## config.mk

```make
export PLATFORM = sky130hd
export DESIGN_NAME = int_to_fpu_encoder_flat
export DESIGN_NICKNAME = d
export VERILOG_FILES = /design/src/rtl/int_to_fpu_encoder_if.sv /design/src/rtl/int_to_fpu_encoder.sv /design/src/flat_wrapper.sv
export SDC_FILE = /design/constraint.sdc
export NUM_CORES = 1
export LEC_CHECK = 0
export ABC_AREA = 1
export ABC_CLOCK_PERIOD_IN_PS = 5250
export CORE_UTILIZATION = 40
export CTS_BUF_LIST = sky130_fd_sc_hd__clkbuf_8
export CTS_CLUSTER_DIAMETER = 80
export DETAILED_ROUTE_END_ITERATION = 8
export GPL_TIMING_DRIVEN = 0
export PLACE_DENSITY = 0.72
export SLEW_MARGIN = 0
export SYNTH_ARGS = -nofsm -noshare
export SYNTH_HDL_FRONTEND = slang
export SYNTH_SLANG_ARGS = --single-unit
export TNS_END_PERCENT = 30
```

## constraint.sdc

```tcl
create_clock -name clock_100Khz -period 5.25 [get_ports clock_100Khz]
set_input_delay 1.3125 -clock clock_100Khz [delete_from_list [all_inputs] [get_ports clock_100Khz]]
set_output_delay 1.3125 -clock clock_100Khz [all_outputs]
set_load 0.01 [all_outputs]
```

## src/rtl/int_to_fpu_encoder_if.sv

```systemverilog
// Handshake bundle between an integer producer and the int-to-float encoder.
// The master drives the operand and consumes the result; the slave is the encoder.
interface int_to_fpu_encoder_if;
    logic        in_valid;
    logic        in_ready;
    logic [31:0] int_in;
    logic        out_valid;
    logic        out_ready;
    logic [31:0] data_out;
    logic [3:0]  status_out;

    modport master (
        output in_valid,
        output int_in,
        output out_ready,
        input  in_ready,
        input  out_valid,
        input  data_out,
        input  status_out
    );

    modport slave (
        input  in_valid,
        input  int_in,
        input  out_ready,
        output in_ready,
        output out_valid,
        output data_out,
        output status_out
    );
endinterface

```

## src/rtl/int_to_fpu_encoder.sv

```systemverilog
// Integer to team float encoder: {sign, exp[9:0], mant[20:0]} with hidden 1.
// Multi-cycle FSM: IDLE -> ABS -> NORM (one shift per cycle) -> ROUND -> OUT.
// Optional macro INT2FP_RNE_EN selects round-to-nearest-even; the default
// build truncates, matching the FPU's truncating datapath.
module int_to_fpu_encoder #(
    parameter int EXP_BIAS  = 511,
    parameter int SIGNED_IN = 1
) (
    input  logic                  clock_100Khz,
    input  logic                  reset,
    int_to_fpu_encoder_if.slave   bus
);

    typedef enum logic [2:0] {
        IDLE  = 3'd0,
        ABS   = 3'd1,
        NORM  = 3'd2,
        ROUND = 3'd3,
        OUT   = 3'd4
    } state_t;

    localparam logic [3:0]  ST_OVERFLOW = 4'd0;
    localparam logic [3:0]  ST_EXACT    = 4'd2;
    localparam logic [3:0]  ST_INEXACT  = 4'd3;
    // Exponent of an un-normalised magnitude whose MSB is bit 31.
    localparam logic [10:0] EXP_START   = 11'(EXP_BIAS + 31);
    localparam logic [10:0] EXP_LIMIT   = 11'd1023;

    state_t      state_r;
    logic [31:0] int_r;
    logic        sign_r;
    logic [31:0] mag_r;
    logic [10:0] exp_r;
    logic        in_ready_r;
    logic        out_valid_r;
    logic [31:0] data_r;
    logic [3:0]  status_r;

    logic        sign_s;
    logic [31:0] mag_abs_s;
    logic [20:0] round_mant_s;
    logic [10:0] round_exp_s;
    logic [31:0] round_data_s;
    logic [3:0]  round_status_s;

`ifdef INT2FP_RNE_EN
    logic        guard_s;
    logic        sticky_s;
    logic [21:0] mant_inc_s;

    assign guard_s    = mag_r[9];
    assign sticky_s   = |mag_r[8:0];
    assign mant_inc_s = {1'b0, mag_r[30:10]} + 22'd1;
`endif

    assign bus.in_ready   = in_ready_r;
    assign bus.out_valid  = out_valid_r;
    assign bus.data_out   = data_r;
    assign bus.status_out = status_r;

    // Sign and magnitude of the captured operand; -2^31 maps to 0x80000000.
    always_comb begin
        sign_s    = 1'b0;
        mag_abs_s = int_r;
        if (SIGNED_IN != 0) begin
            sign_s = int_r[31];
        end else begin
            sign_s = 1'b0;
        end
        if (sign_s) begin
            mag_abs_s = 32'd0 - int_r;
        end else begin
            mag_abs_s = int_r;
        end
    end

    // Rounding of the normalised magnitude and the overflow clamp.
    always_comb begin
        round_mant_s = mag_r[30:10];
        round_exp_s  = exp_r;
`ifdef INT2FP_RNE_EN
        if (guard_s & (sticky_s | mag_r[10])) begin
            round_mant_s = mant_inc_s[20:0];
            if (mant_inc_s[21]) begin
                round_exp_s = exp_r + 11'd1;
            end else begin
                round_exp_s = exp_r;
            end
        end else begin
            round_mant_s = mag_r[30:10];
            round_exp_s  = exp_r;
        end
`endif
        if (mag_r[9:0] != 10'd0) begin
            round_status_s = ST_INEXACT;
        end else begin
            round_status_s = ST_EXACT;
        end
        round_data_s = {sign_r, round_exp_s[9:0], round_mant_s};
        if (round_exp_s >= EXP_LIMIT) begin
            round_data_s   = {sign_r, 10'h3FF, 21'h000000};
            round_status_s = ST_OVERFLOW;
        end else begin
            round_data_s   = {sign_r, round_exp_s[9:0], round_mant_s};
        end
    end

    // Conversion FSM with registered handshake and result outputs.
    always_ff @(posedge clock_100Khz or negedge reset) begin
        if (!reset) begin
            state_r     <= IDLE;
            int_r       <= 32'd0;
            sign_r      <= 1'b0;
            mag_r       <= 32'd0;
            exp_r       <= 11'd0;
            in_ready_r  <= 1'b1;
            out_valid_r <= 1'b0;
            data_r      <= 32'd0;
            status_r    <= ST_EXACT;
        end else begin
            case (state_r)
                IDLE: begin
                    if (bus.in_valid) begin
                        int_r      <= bus.int_in;
                        in_ready_r <= 1'b0;
                        state_r    <= ABS;
                    end else begin
                        state_r    <= IDLE;
                    end
                end
                ABS: begin
                    sign_r <= sign_s;
                    mag_r  <= mag_abs_s;
                    exp_r  <= EXP_START;
                    if (mag_abs_s == 32'd0) begin
                        data_r      <= 32'd0;
                        status_r    <= ST_EXACT;
                        out_valid_r <= 1'b1;
                        state_r     <= OUT;
                    end else begin
                        state_r     <= NORM;
                    end
                end
                NORM: begin
                    // One leading-zero shift per cycle until the hidden 1 is at bit 31.
                    if (!mag_r[31]) begin
                        mag_r <= {mag_r[30:0], 1'b0};
                        exp_r <= exp_r - 11'd1;
                    end else begin
                        state_r <= ROUND;
                    end
                end
                ROUND: begin
                    data_r      <= round_data_s;
                    status_r    <= round_status_s;
                    out_valid_r <= 1'b1;
                    state_r     <= OUT;
                end
                OUT: begin
                    if (bus.out_ready) begin
                        out_valid_r <= 1'b0;
                        in_ready_r  <= 1'b1;
                        state_r     <= IDLE;
                    end else begin
                        state_r     <= OUT;
                    end
                end
                default: begin
                    out_valid_r <= 1'b0;
                    in_ready_r  <= 1'b1;
                    state_r     <= IDLE;
                end
            endcase
        end
    end

endmodule
```

## src/flat_wrapper.sv

```systemverilog
// flat-port wrapper written by rule: the top's interface ports become plain ports
module int_to_fpu_encoder_flat 
#(
    parameter int EXP_BIAS  = 511,
    parameter int SIGNED_IN = 1
)
  (clock_100Khz, reset, bus_in_valid, bus_int_in, bus_out_ready, bus_in_ready, bus_out_valid, bus_data_out, bus_status_out);
  int_to_fpu_encoder_if bus_i ();
  input  logic clock_100Khz;
  input  logic reset;
  input wire logic [$bits(bus_i.in_valid)-1:0] bus_in_valid;
  input wire logic [$bits(bus_i.int_in)-1:0] bus_int_in;
  input wire logic [$bits(bus_i.out_ready)-1:0] bus_out_ready;
  output wire logic [$bits(bus_i.in_ready)-1:0] bus_in_ready;
  output wire logic [$bits(bus_i.out_valid)-1:0] bus_out_valid;
  output wire logic [$bits(bus_i.data_out)-1:0] bus_data_out;
  output wire logic [$bits(bus_i.status_out)-1:0] bus_status_out;
  assign bus_i.in_valid = bus_in_valid;
  assign bus_i.int_in = bus_int_in;
  assign bus_i.out_ready = bus_out_ready;
  assign bus_in_ready = bus_i.in_ready;
  assign bus_out_valid = bus_i.out_valid;
  assign bus_data_out = bus_i.data_out;
  assign bus_status_out = bus_i.status_out;
  int_to_fpu_encoder #(.EXP_BIAS(EXP_BIAS), .SIGNED_IN(SIGNED_IN)) u_core (.clock_100Khz(clock_100Khz), .reset(reset), .bus(bus_i));
endmodule
```

==> flow_summary.yaml, run 1 <==
status:
  run_status: "complete, but fails checks"
  violations: "design-rule violations"
die:
  core_area_um2: 14600
  start_util_pct: 41.3
  fp.dieArea_um2: 15600
  chipHeight_um: 125
  placement_rows: 44
  die_w_um: 125
  io-pin-count: 74
place:
  placement.io_buffers: 71
  place_hpwl_mm: 11.3
  gp_congestion: 0.982
yosys:
  synth.cell_area_um2: 6050
  synthesis.yosys.warnings: 0
  postSynthRegisterBits: 115
  postSynthCellCount: 812
  avgSynthCellArea_um2: 7.45
  netlist-cell-type-count: 37
  ys_seq_area_share_pct: 47.6
timing:
  maxSlewViolCount: 0
  setup_total_negative_slack_ps: 0
  skew_ps: 9.80
  finalHoldWorstSlack_ps: 466
  min_period_ps: 2830
  final.period_utilization_pct: 54.0
  tightest_slew_ps: 612
  grt_setup_unrepaired: "false"
  setup_viol: 0
  relSlewSlack_pct: 59.2
  maximum_clock_rate_mhz: 353
  hold_viol_final: 0
drt:
  wl_met3_um: 914
  detailedRoute.firstIterationViolations: 402
  routed_wire_length_per_instance_um: 13.6
  dr.pass1.iters: 7
  dr_total_vias: 5464
  remaining_design_rule_violation_count: 28
  route.layer.met1.wl_mm: 7.37
  drtAntennaViolNets: 0
  route.final.wire_length_mm: 15.0
  met2RoutedLength_mm: 6.49
  post_drt_via_cell_ratio: 4.96
  top_signal_layer_used: "met4"
power_and_ir_drop:
  total_power_uw: 4870
  leakage_uw: 0.00352
  peakVddDrop_v: 0.000229
  power_density_nw_per_um2: 653
finish:
  synthToLayoutAreaGrowth_pct: 23.3
  layout.cells.most_common_list: "sky130_fd_sc_hd__nand2_1, sky130_fd_sc_hd__dfrtp_1, sky130_fd_sc_hd__inv_1"
  multi_input_comb_area_um2: 2700
  n_antenna_cell: 0
  mostFrequentLayoutCell: "sky130_fd_sc_hd__nand2_1"
  ff_latch_area_um2: 2880
  final_layout_size_suffix_gt1_share_pct: 9.27
  num-fill-cells: 1431
  net_count_final: 943
critical_path:
  worst-path-max-fanout: 2
  crit_arrival_ps: 1520
  timing.critical_path.buf_inv: 1
  cell_family_with_most_cp_delay: "flip-flops"
  timing.critical_path.slowest_stage_cell: "sky130_fd_sc_hd__dfstp_2"
  crit_required_ps: 3940
  max_stage_delay_ps: 540
  cp-start-kind: "flop"
  crit_type: "flop to output port"
  cell_breakdown_of_the_critical_path: "clkdlybuf4s50_1"
  critPathCaptureType: "output port"
clocking:
  clk-insertion-delay-late_ps: 460
  worst_setup_hold_path_clk_slew_ps: 70
  tritoncts.num_buffers: 17
  post_cts.repair.setup_buffers: 0
  cts_sinks: 115
  cts-root-buf: "sky130_fd_sc_hd__clkbuf_8"
  htree_levels: 4
  tritoncts: "yes"
  post_cts_resized: 0
  cts_stage_hold_buffer_count: 0
  cts_max_path_buffers: 2
global_route:
  grt_start_max_net_pins: 92
  antenna_found_initial: 0
  global_route_total_usage_across_every_layer_pct: 20.8
  grt_first_pass_wirelength_mm: 25.3
  vias_in_the_first_global_route: 5153
  overflow: 0
min_path:
  hold_wc_path_type: "flop to flop"
run:
  cap_viol_max_count: 0
cell usage after synthesis:
master | instances | share of area [%]
sky130_fd_sc_hd__buf_1 | 6 | 0.37
sky130_fd_sc_hd__conb_1 | 1 | 0.062
sky130_fd_sc_hd__xor2_1 | 3 | 0.43
sky130_fd_sc_hd__clkinv_1 | 1 | 0.062
sky130_fd_sc_hd__nor2_1 | 80 | 5.0
sky130_fd_sc_hd__buf_2 | 4 | 0.33
sky130_fd_sc_hd__o311ai_0 | 1 | 0.14
sky130_fd_sc_hd__nor2_2 | 9 | 0.93
sky130_fd_sc_hd__nand4_1 | 7 | 0.72
sky130_fd_sc_hd__a21oi_1 | 11 | 0.91
sky130_fd_sc_hd__nand3_1 | 40 | 3.3
sky130_fd_sc_hd__o31ai_1 | 2 | 0.25
sky130_fd_sc_hd__ha_1 | 3 | 0.62
sky130_fd_sc_hd__nand3b_1 | 1 | 0.12
sky130_fd_sc_hd__o21ai_0 | 58 | 4.8
sky130_fd_sc_hd__inv_2 | 2 | 0.12
sky130_fd_sc_hd__nand2_4 | 2 | 0.37
sky130_fd_sc_hd__dfrtp_1 | 113 | 47
sky130_fd_sc_hd__clkbuf_1 | 15 | 0.93
sky130_fd_sc_hd__nand2_1 | 289 | 18
sky130_fd_sc_hd__o211ai_1 | 2 | 0.25
sky130_fd_sc_hd__nor3b_1 | 1 | 0.12
sky130_fd_sc_hd__o22ai_1 | 3 | 0.31
sky130_fd_sc_hd__nand2_2 | 24 | 2.5
sky130_fd_sc_hd__o221ai_1 | 26 | 3.8
sky130_fd_sc_hd__inv_1 | 84 | 5.2
sky130_fd_sc_hd__o21a_1 | 1 | 0.12
sky130_fd_sc_hd__nor3_1 | 5 | 0.41
sky130_fd_sc_hd__buf_6 | 3 | 0.56
sky130_fd_sc_hd__and2_1 | 1 | 0.10
sky130_fd_sc_hd__nand3_2 | 2 | 0.33
sky130_fd_sc_hd__o21ai_1 | 2 | 0.17
sky130_fd_sc_hd__a22oi_1 | 1 | 0.12
sky130_fd_sc_hd__nor2_4 | 3 | 0.56
sky130_fd_sc_hd__nor4_1 | 2 | 0.21
sky130_fd_sc_hd__dfstp_2 | 2 | 0.87
sky130_fd_sc_hd__buf_4 | 2 | 0.25
per-layer routing:
| metal | global-route usage [%] | vias up |
|---|---|---|
| met5 | 0 | - |
| met1 | 29.4 | 2513 |
| li1 | - | 2777 |
| met3 | 5.05 | 18 |
| met4 | 7.68 | 0 |
| met2 | 30.8 | 156 |
power by group:
| part | leakage [uW] | internal (uW) | total [uW] | switching [uW] |
|---|---|---|---|---|
| sequential | 0.00143 | 1300 | 1600 | 300 |
| clock | 0.000213 | 526 | 905 | 379 |
| combinational | 0.00187 | 885 | 2370 | 1490 |
| total | 0.00352 | 2710 | 4870 | 2170 |
flip-flops by register name (all words and copies together), names as in the netlist:
signal	flops
u_core.bus.data_out	32
u_core.int_r	32
u_core.mag_r	32
u_core.exp_r	11
u_core.state_r	3
u_core.bus.status_out	2
u_core.bus.in_ready	1
u_core.bus.out_valid	1
u_core.sign_r	1
logic make-up after synthesis:
| kind of cell | Yosys count | share of synthesized area (%) |
|---|---|---|
| AND/OR/NAND/NOR | 466 | 32.6 |
| buffers and inverters | 117 | 7.84 |
| flip-flops | 115 | 47.6 |
| AO/OA/AOI/OAI | 107 | 10.8 |
| XOR/XNOR | 3 | 0.435 |
| adder cells (fa/ha/maj) | 3 | 0.621 |
| other | 1 | 0.0620 |
cell type report:
class	instances	share of cell area [%]
Sequential cell	115	38.6
Multi-Input combinational cell	581	36.2
Timing Repair Buffer	72	9.91
Inverter	87	4.38
Clock buffer	18	3.32
Tap cell	184	3.09
Clock inverter	14	2.53
Buffer	30	1.98
final timing paths:
path / from / to / slack (ps) / depth (start not counted)
worst max-delay path: u_core.bus.in_ready / bus_in_ready / 2420 / 1
worst min-delay path: u_core.bus.status_out[1] / u_core.bus.status_out[1] / 470 / 2
worst max register to register: u_core.int_r[0] / u_core.bus.data_out[13] / 2720 / 18
worst min register to register: u_core.bus.status_out[1] / u_core.bus.status_out[1] / 470 / 2
max in group asynchronous: reset / u_core.bus.status_out[1] / 3800 / 2
min in group asynchronous: reset / u_core.int_r[0] / 710 / 1
metrics by stage:
step	util [%]	instance area, um2	worst slack [ps]	std cells
final	50.9	7460	2420	1101
after global routing	50.9	7460	2350	1101
after detailed placement	47.9	7020	2000	1069
after global placement	47.8	6990	-1610	1068
after floorplan	-	6050	3090	813
after CTS	50.9	7460	2390	1101
Power figures use the tool's default switching activity.
==> run 2, diff against run 1 <==
- ABC_CLOCK_PERIOD_IN_PS: 5250 -> 2800
- clock period: 5.25 -> 2.8 ns (I/O delays scaled with it)
==> run 2 against run 1 <==
Net effect:
- the flow still finishes with violations (design-rule violations)
- cell count is the same
- combinational power grew 88%
- critical path depth grew 17
- sequential cell count is the same
- critical path type is now flop to flop
- clock skew is essentially flat
- core utilization is the same
- register-to-register slack lost 2400 ps
- first-iteration DRC count is the same
- sequential share of layout area is the same
- die area is the same
- non-clock buffer count is the same
- cell area is the same
==> flow_summary.yaml, run 2 (synthesis gave the netlist of run 1 again) <==
status:
  run_status: "complete, but fails checks"
  violations: "design-rule violations"
power_and_ir_drop:
  internal-power_uw: 5080
  leakage_uw: 0.00351
  p_comb_share_pct: 48.7
  power.share.clock_pct: 18.6
  switching_share_pct: 44.5
  total_power_uw: 9140
  power_density_nw_per_um2: 1230
  peakVddDrop_v: 0.000429
  p_switching_uw: 4060
  p_seq_share_pct: 32.8
critical_path:
  crit_arrival_ps: 2800
  cell_family_with_most_cp_delay: "simple AND/OR/NAND/NOR gates"
  cp-start-kind: "flop"
  timing.critical_path.buf_inv: 2
  timing.critical_path.slowest_stage_cell: "sky130_fd_sc_hd__dfrtp_1"
  crit_required_ps: 3150
  r2r.worst_path.cells: 18
  worst-path-max-fanout: 10
  rrSetupSlack_ps: 350
  critical-path-top-cell-by-count: "sky130_fd_sc_hd__nand2_2"
  crit_type: "flop to flop"
  reg2reg_from: "u_core.int_r[0]"
  cell_breakdown_of_the_critical_path: "inv_2 -> ha_1 -> nand2_2 -> nor2_4 -> nand2_2 -> nand2_4 -> nand2_2 -> nand2_1 -> nand2_1 -> nor2_1 -> nand2_1 -> nor2_2 -> nand3_2 -> nand2_2 -> nand2_4 -> buf_6 -> nand2_2 -> nand2_1"
  max_stage_delay_ps: 380
  critPathCaptureType: "flop"
  rr_endpoint: "u_core.bus.data_out[13]"
global_route:
  vias_in_the_first_global_route: 5153
  global_route_total_usage_across_every_layer_pct: 20.8
  use_met3_pct: 5.05
  met2_track_demand_over_resource_pct: 30.8
  met1_layer_usage_reported_by_global_route_pct: 29.4
  grt_first_pass_wirelength_mm: 25.3
  grt_start_max_net_pins: 92
  antenna_found_initial: 0
  grt.busiest_layer: "met2"
  overflow: 0
clocking:
  worst_setup_hold_path_clk_slew_ps: 70
  htree_levels: 4
  post_cts.repair.setup_buffers: 0
  cts-root-buf: "sky130_fd_sc_hd__clkbuf_8"
  clk-insertion-delay-late_ps: 460
  tritoncts.num_buffers: 17
  tritoncts: "yes"
  cts_max_path_buffers: 2
  cts_sinks: 115
die:
  placement_rows: 44
  chipHeight_um: 125
  start_util_pct: 41.3
  io-pin-count: 74
  fp.dieArea_um2: 15600
  die_w_um: 125
  core_area_um2: 14600
timing:
  maximum_clock_rate_mhz: 408
  maxSlewViolCount: 0
  setup_total_negative_slack_ps: 0
  hold_viol_final: 0
  tightest_slew_ps: 614
  min_period_ps: 2450
  skew_ps: 10.3
  final.period_utilization_pct: 87.5
  relSlewSlack_pct: 59.1
  grt_setup_unrepaired: "false"
  setup_viol: 0
finish:
  mostFrequentLayoutCell: "sky130_fd_sc_hd__nand2_1"
  synthToLayoutAreaGrowth_pct: 23.3
  layout.cells.most_common_list: "sky130_fd_sc_hd__nand2_1, sky130_fd_sc_hd__dfrtp_1, sky130_fd_sc_hd__inv_1"
  n_antenna_cell: 0
  net_count_final: 943
  final_layout_size_suffix_gt1_share_pct: 9.38
drt:
  drtAntennaViolNets: 0
  detailedRoute.firstIterationViolations: 402
  post_drt_via_cell_ratio: 4.96
  routed_wire_length_per_instance_um: 13.6
  remaining_design_rule_violation_count: 28
  dr.pass1.iters: 7
  route.final.wire_length_mm: 15.0
  dr_total_vias: 5461
min_path:
  hold_wc_path_type: "input port to asynchronous set/reset pin"
run:
  cap_viol_max_count: 0
place:
  gp_congestion: 0.982
  place_hpwl_mm: 11.3
  placement.io_buffers: 71
[run 2: worst max path at each step]
stage               cells past startpoint              start  slack (ps)                       to
CTS                                    18    u_core.int_r[0]         260  u_core.bus.data_out[13]
detailed placement                      7       bus_in_valid         160         u_core.int_r[23]
global route                           10  u_core.state_r[2]          80          u_core.exp_r[9]
finish                                 18    u_core.int_r[0]         350  u_core.bus.data_out[13]
global placement                        1              reset       -3450  u_core.bus.data_out[12]
floorplan                              18    u_core.int_r[0]         770  u_core.bus.data_out[14]
[run 2: metrics by stage]
| step | area (um2) | worst slack [ps] | util [%] | std cells | hold WS (ps) |
|---|---|---|---|---|---|
| 2_1_floorplan | 6050 | 772 | - | 813 | 404 |
| 3_3_place_gp | 6990 | -3450 | 47.8 | 1068 | 455 |
| 3_5_place_dp | 7020 | 160 | 47.9 | 1069 | 454 |
| 4_1_cts | 7460 | 261 | 50.9 | 1101 | 79.7 |
| 5_1_grt | 7460 | 75.6 | 50.9 | 1101 | 86.8 |
| 6_report | 7460 | 349 | 50.9 | 1101 | 93.7 |
[run 2: area by class of cell]
class	instances	area, um2
plain buffers	30	148
clock buffers	18	248
clock inverters	14	189
fillers	1431	7190
inverters	87	327
multi-input cells	581	2700
flip-flops and latches	115	2880
well taps	184	230
repair buffers	72	739
[run 2: routing by layer]
| metal | vias up | wire (um) |
|---|---|---|
| met4 | 0 | 249 |
| met1 | 2507 | 7370 |
| met5 | - | 0 |
| li1 | 2778 | - |
| met3 | 18 | 912 |
| met2 | 158 | 6480 |
[run 2: what timing repair did]
action                                  in CTS  in global routing
gates resized for setup                      0                  1
endpoints found under the setup margin       0                  1
hold buffers                                 0                  0
endpoints found under the hold margin        0                  0
[run 2: power by group through the flow]
stage	clock, uW	combinational, uW	sequential (uW)
finish	1700	4450	2990
global route	1800	5030	3090
CTS	1720	4440	2990
detailed placement	0	4420	3010
global placement	0	4350	3000
floorplan	0	2880	3000
